[config.mk]
export PLATFORM = sky130hd
export DESIGN_NAME = branch_resolve_unit
export DESIGN_NICKNAME = d
export VERILOG_FILES = /design/src/rtl/branch_resolve_unit.sv
export SDC_FILE = /design/constraint.sdc
export NUM_CORES = 1
export LEC_CHECK = 0
export BUFFER_PORTS_ARGS = -buffer_cell sky130_fd_sc_hd__buf_2
export CAP_MARGIN = 20
export CORE_MARGIN = 2
export CORE_UTILIZATION = 53
export DETAILED_ROUTE_END_ITERATION = 10
export PLACE_DENSITY = 0.88
export SLEW_MARGIN = 20
export SYNTH_ARGS = -nofsm -noshare
export SYNTH_HDL_FRONTEND = slang
export SYNTH_SLANG_ARGS = --single-unit
[constraint.sdc]
create_clock -name clock -period 8.25 [get_ports clock]
set_input_delay 2.0625 -clock clock [delete_from_list [all_inputs] [get_ports clock]]
set_output_delay 2.0625 -clock clock [all_outputs]
set_load 0.02 [all_outputs]
[src/rtl/branch_resolve_unit.sv]
// ---------------------------------------------------------------------------
// branch_resolve_unit
//
// Resolves one branch at a time. If the branch is taken, the unit holds a
// redirect request until the front end acknowledges it. It then flushes the
// pipeline for FLUSH_DEPTH cycles before it accepts the next branch.
//
// Optional feature macro: BRANCH_STATS_EN (adds taken/not-taken counters).
//
// Ports
//   clock, reset        rising-edge clock, synchronous active-high reset
//   in_valid/in_ready   branch offer / unit can accept (ready only in IDLE)
//   op                  00 CBZ, 01 CBNZ, 10 B, 11 B.cond
//   cond, nzcv          ARMv8 condition code and flags {N,Z,C,V}
//   operand             register tested by CBZ/CBNZ
//   pc, offset          branch address and signed, pre-shifted byte offset
//   redirect_valid/_ready/_pc  redirect request to the front end
//   flush               pipeline flush strobe, FLUSH_DEPTH cycles per branch
//   busy                inverse of in_ready
//   taken_count, nottaken_count  saturating statistics (BRANCH_STATS_EN only)
//   dbg_state           current FSM state for checkers
//
// Handshakes: a transfer happens on a rising clock edge where valid and
// ready are both 1. A valid signal, once raised, keeps its payload stable
// until that edge, and it never waits on ready combinationally.
// ---------------------------------------------------------------------------
module branch_resolve_unit #(
  parameter int DATA_W      = 64,
  parameter int ADDR_W      = 64,
  parameter int FLUSH_DEPTH = 2,
  parameter int CNT_W       = 16
) (
  input  logic              clock,
  input  logic              reset,
  input  logic              in_valid,
  output logic              in_ready,
  input  logic [1:0]        op,
  input  logic [3:0]        cond,
  input  logic [3:0]        nzcv,
  input  logic [DATA_W-1:0] operand,
  input  logic [ADDR_W-1:0] pc,
  input  logic [ADDR_W-1:0] offset,
  output logic              redirect_valid,
  input  logic              redirect_ready,
  output logic [ADDR_W-1:0] redirect_pc,
  output logic              flush,
  output logic              busy
`ifdef BRANCH_STATS_EN
  ,
  output logic [CNT_W-1:0]  taken_count,
  output logic [CNT_W-1:0]  nottaken_count
`endif
  ,
  output logic [1:0]        dbg_state
);

  localparam logic [1:0] IDLE     = 2'd0;
  localparam logic [1:0] REDIRECT = 2'd1;
  localparam logic [1:0] FLUSH    = 2'd2;

  localparam logic [1:0] OP_CBZ  = 2'b00;
  localparam logic [1:0] OP_CBNZ = 2'b01;
  localparam logic [1:0] OP_B    = 2'b10;

  localparam logic [3:0] FLUSH_LOAD = 4'(FLUSH_DEPTH);

  logic [1:0]        state_q, state_d;
  logic [ADDR_W-1:0] redirect_pc_q, redirect_pc_d;
  logic [3:0]        flush_cnt_q, flush_cnt_d;

  logic flag_n, flag_z, flag_c, flag_v;
  logic cond_pass;
  logic taken;
  logic accept;

  assign flag_n = nzcv[3];
  assign flag_z = nzcv[2];
  assign flag_c = nzcv[1];
  assign flag_v = nzcv[0];

  // ARMv8 condition table. AL and NV both count as always-true here.
  always_comb begin
    cond_pass = 1'b0;
    case (cond)
      4'h0: cond_pass = flag_z;                               // EQ
      4'h1: cond_pass = !flag_z;                              // NE
      4'h2: cond_pass = flag_c;                               // CS
      4'h3: cond_pass = !flag_c;                              // CC
      4'h4: cond_pass = flag_n;                               // MI
      4'h5: cond_pass = !flag_n;                              // PL
      4'h6: cond_pass = flag_v;                               // VS
      4'h7: cond_pass = !flag_v;                              // VC
      4'h8: cond_pass = flag_c && !flag_z;                    // HI
      4'h9: cond_pass = !(flag_c && !flag_z);                 // LS
      4'hA: cond_pass = (flag_n == flag_v);                   // GE
      4'hB: cond_pass = (flag_n != flag_v);                   // LT
      4'hC: cond_pass = !flag_z && (flag_n == flag_v);        // GT
      4'hD: cond_pass = flag_z || (flag_n != flag_v);         // LE
      default: cond_pass = 1'b1;                              // AL, NV
    endcase
  end

  always_comb begin
    taken = 1'b0;
    case (op)
      OP_CBZ:  taken = (operand == '0);
      OP_CBNZ: taken = (operand != '0);
      OP_B:    taken = 1'b1;
      default: taken = cond_pass;
    endcase
  end

  assign in_ready = (state_q == IDLE);
  assign busy     = !in_ready;
  assign accept   = in_valid && in_ready;

  always_comb begin
    state_d       = state_q;
    redirect_pc_d = redirect_pc_q;
    flush_cnt_d   = flush_cnt_q;
    case (state_q)
      IDLE: begin
        if (accept && taken) begin
          // Adding at ADDR_W bits drops the carry, so the target wraps modulo 2^ADDR_W.
          redirect_pc_d = pc + offset;
          state_d       = REDIRECT;
        end
      end
      REDIRECT: begin
        if (redirect_ready) begin
          if (FLUSH_DEPTH > 0) begin
            state_d     = FLUSH;
            flush_cnt_d = FLUSH_LOAD;
          end else begin
            state_d = IDLE;
          end
        end
      end
      FLUSH: begin
        // The counter holds the flush cycles that remain, this cycle included.
        if (flush_cnt_q <= 4'd1) begin
          state_d     = IDLE;
          flush_cnt_d = 4'd0;
        end else begin
          flush_cnt_d = flush_cnt_q - 4'd1;
        end
      end
      default: state_d = IDLE;
    endcase
  end

  always_ff @(posedge clock) begin
    if (reset) begin
      state_q       <= IDLE;
      redirect_pc_q <= '0;
      flush_cnt_q   <= 4'd0;
    end else begin
      state_q       <= state_d;
      redirect_pc_q <= redirect_pc_d;
      flush_cnt_q   <= flush_cnt_d;
    end
  end

  assign redirect_valid = (state_q == REDIRECT);
  assign redirect_pc    = redirect_pc_q;
  assign flush          = (state_q == FLUSH);
  assign dbg_state      = state_q;

`ifdef BRANCH_STATS_EN
  logic [CNT_W-1:0] taken_count_q, taken_count_d;
  logic [CNT_W-1:0] nottaken_count_q, nottaken_count_d;

  // Both counters saturate at all-ones and do not wrap.
  always_comb begin
    taken_count_d    = taken_count_q;
    nottaken_count_d = nottaken_count_q;
    if (accept) begin
      if (taken) begin
        if (taken_count_q != '1) taken_count_d = taken_count_q + 1'b1;
      end else begin
        if (nottaken_count_q != '1) nottaken_count_d = nottaken_count_q + 1'b1;
      end
    end
  end

  always_ff @(posedge clock) begin
    if (reset) begin
      taken_count_q    <= '0;
      nottaken_count_q <= '0;
    end else begin
      taken_count_q    <= taken_count_d;
      nottaken_count_q <= nottaken_count_d;
    end
  end

  assign taken_count    = taken_count_q;
  assign nottaken_count = nottaken_count_q;
`endif

endmodule

==> results.py <==
metrics = {
    "grt": {
        "grt_max_degree": 78,
        "antenna_found_initial": 3,
        "first_global_vias": 6983,
        "grt_pass1_wl_mm": 32.29,
        "grtUsageTotal": 0.3100,
        "overflow": 0,
    },
    "placement": {
        "placed_cells": 1223,
        "gp_congestion": 0.9152,
        "dp_slack_ns": 2.653,
        "hpwlAfterDp_mm": 15.91,
        "post_dp_cell_area_um2": 7913,
        "port_buffers": 275,
    },
    "min_path": {
        "hold_path_class": "flip-flop to flip-flop",
    },
    "drt": {
        "drtAntennaViolNets": 0,
        "drt_iter0_drc": 472,
        "vias": 7239,
        "wl_mm": 20.13,
        "drc": 0,
        "avgViaCountPerCell": 5.833,
        "wl_per_cell_um": 16.22,
        "firstDrtPassIters": 6,
    },
    "timing": {
        "fin_tns_setup_ns": 0,
        "worst_pin_slew_ns": 1.104,
        "slew_headroom": 0.2614,
        "hold_violations": 0,
        "period_share": 0.6469,
        "min_period_ns": 5.337,
        "skew_ns": 0.007694,
        "grt_setup_unrepaired": "no",
        "slew_viol_final": 0,
        "timing.fmax_mhz": 187.4,
        "setup_viol": 0,
        "timing.hold.ws_ns": 0.4517,
        "fin_ws_ns": 2.913,
    },
    "worst_setup_path": {
        "arrival_ns": 5.56,
        "crit_path_max_fanout": 77,
        "cp_top_family": "simple AND/OR/NAND/NOR gates",
        "cp_slowest_cell": "buf_4",
        "worst_setup_path_end_kind": "flip-flop",
        "cp_cell_sequence": "buf_2, nor4_1, nand4_1, nor4_1, xor2_1, nor2_1, a211oi_4, buf_4, nor2_1, a221o_1",
        "start_kind": "input pin",
        "cp.buffers_inverters": 2,
        "critPathRequiredTime_ns": 8.48,
        "max_stage_delay_ns": 0.80,
        "worstSetupPathType": "input pin to flip-flop",
    },
    "cells_and_area": {
        "area_delta_synth_final_pct": 26.94,
        "regArea_um2": 1401,
        "instances_no_fill": 1241,
        "multi_input_area_um2": 4857,
        "nets": 1359,
        "drive_gt1_frac": 0.2805,
        "fin_area_um2": 8189,
        "nFillCells": 1016,
    },
    "clocking": {
        "clk_path_buf_depth": 2,
        "ctsHtreeMaxLevel": 3,
        "cts_tree": "yes",
        "numClockSinks": 70,
        "cts_inserted_buffers": 9,
        "clk_latency_ns": 0.35,
        "ctsHoldBuffers": 0,
        "clock-root-buffer": "clkbuf_16",
        "post_cts_buffers": 0,
        "cts-resized-gates": 0,
        "cts.clk_slew.worst_paths_ns": 0.05,
    },
    "die": {
        "die_area_um2": 13070,
        "start_util": 0.5393,
        "die_h_um": 114.3,
        "die_w_um": 114.3,
        "core_area_um2": 11960,
        "io_pins": 276,
        "rows": 40,
    },
    "yosys": {
        "netlist_top_cells_count": "nor2_1, nand2_1, a21oi_1, dfxtp_1, ha_1",
        "post-synth-top-count-cell": "nor2_1",
        "synth_cells": 828,
        "synth_seq_cells": 70,
        "ys_seq_area_frac": 0.2172,
        "yosysWarnings": 0,
        "synthesis.nets": 1100,
        "synth_top_area_cell": "dfxtp_1",
        "synth_edf_count": 0,
        "ys_dominant_reg_cell": "dfxtp_1",
        "yosysTopAreaCellShare": 0.2172,
        "syn_area_um2": 6451,
        "synthTopCellsByArea": "dfxtp_1, ha_1, mux2i_1, a21oi_1, nor2_1",
        "ys_async_sr_fraction": 0,
        "yosysUniqueCellTypes": 73,
        "syn_avg_cell_area_um2": 7.791,
    },
    "power_and_ir_drop": {
        "p_leak_uw": 0.004040,
        "p_per_area_nw_per_um2": 156.1,
        "vdd_drop_max_v": 0.0001230,
    },
    "run_status": {
        "status": "finished, final reports clean",
    },
    "flow_run": {
        "maxCapViolCount": 0,
    },
}
==> final cells by class <==
type | instances | area share
diodes | 3 | 0.0009167
clock buffers | 14 | 0.03224
clock inverters | 1 | 0.0006112
inverters | 21 | 0.009626
multi-input cells | 708 | 0.5931
flip-flops and latches | 70 | 0.1711
well taps | 147 | 0.02246
repair buffers | 277 | 0.1699
==> report_power, final <==
part           switching [uW]  total [uW]  internal [uW]
Combinational             300         520            221
Sequential               19.2         391            372
Clock                     149         367            218
Total                     468        1280            811
==> state kept, by name, summed over array words and instances (netlist names) <==
name,flops
redirect_pc,64
flush_cnt_q,4
dbg_state,2
==> cell usage in the layout, fill, tap and decap left out, types with 21 or more instances in the layout <==
master   netlist  routed
buf_2         10     275
a21o_1        36      36
mux2i_1       42      42
nor2_1        86      86
nand2_1       79      79
xor2_1        27      27
dfxtp_1       70      70
xnor2_1       27      27
a21oi_1       74      74
inv_1         21      21
o21ai_0       47      47
ha_1          65      65
==> cells by family after synthesis <==
group                    Yosys count  share of synthesized area
AND/OR/NAND/NOR                  291                     0.2205
AO/OA/AOI/OAI                    254                     0.2601
flip-flops                        70                     0.2172
adder cells (fa/ha/maj)           66                     0.1292
XOR/XNOR                          54                    0.07331
buffers and inverters             50                    0.03103
multiplexers                      43                    0.06866
==> path summary, 6_finish.rpt <==
path	from	to	slack (ns)	depth (start not counted)
worst max register to register	dbg_state[1]	redirect_pc[49]	5.53	6
worst min-delay path	redirect_pc[15]	redirect_pc[15]	0.45	2
worst max-delay path	operand[41]	redirect_pc[49]	2.91	10
worst min register to register	redirect_pc[15]	redirect_pc[15]	0.45	2
==> metrics by stage <==
stage / power (uW) / utilization
floorplan: 750.2 / -
global placement: 900.5 / 0.6615
detailed placement: 911.1 / 0.6615
CTS: 1279 / 0.6840
global route: 1353 / 0.6846
finish: 1278 / 0.6846
==> tightest hold or removal path: stages (launching register included) <==
cell and delay (ns):
dfxtp_1 0.32, nand2_1 0.04, o21ai_0 0.05
==> routing by layer <==
layer	share of wire	track usage
met1	0.38	0.3380
met2	0.51	0.5556
met3	0.060	0.05770
met4	0.047	0.1886
met5	0	0
No activity file was read; power rests on OpenSTA's default activity.
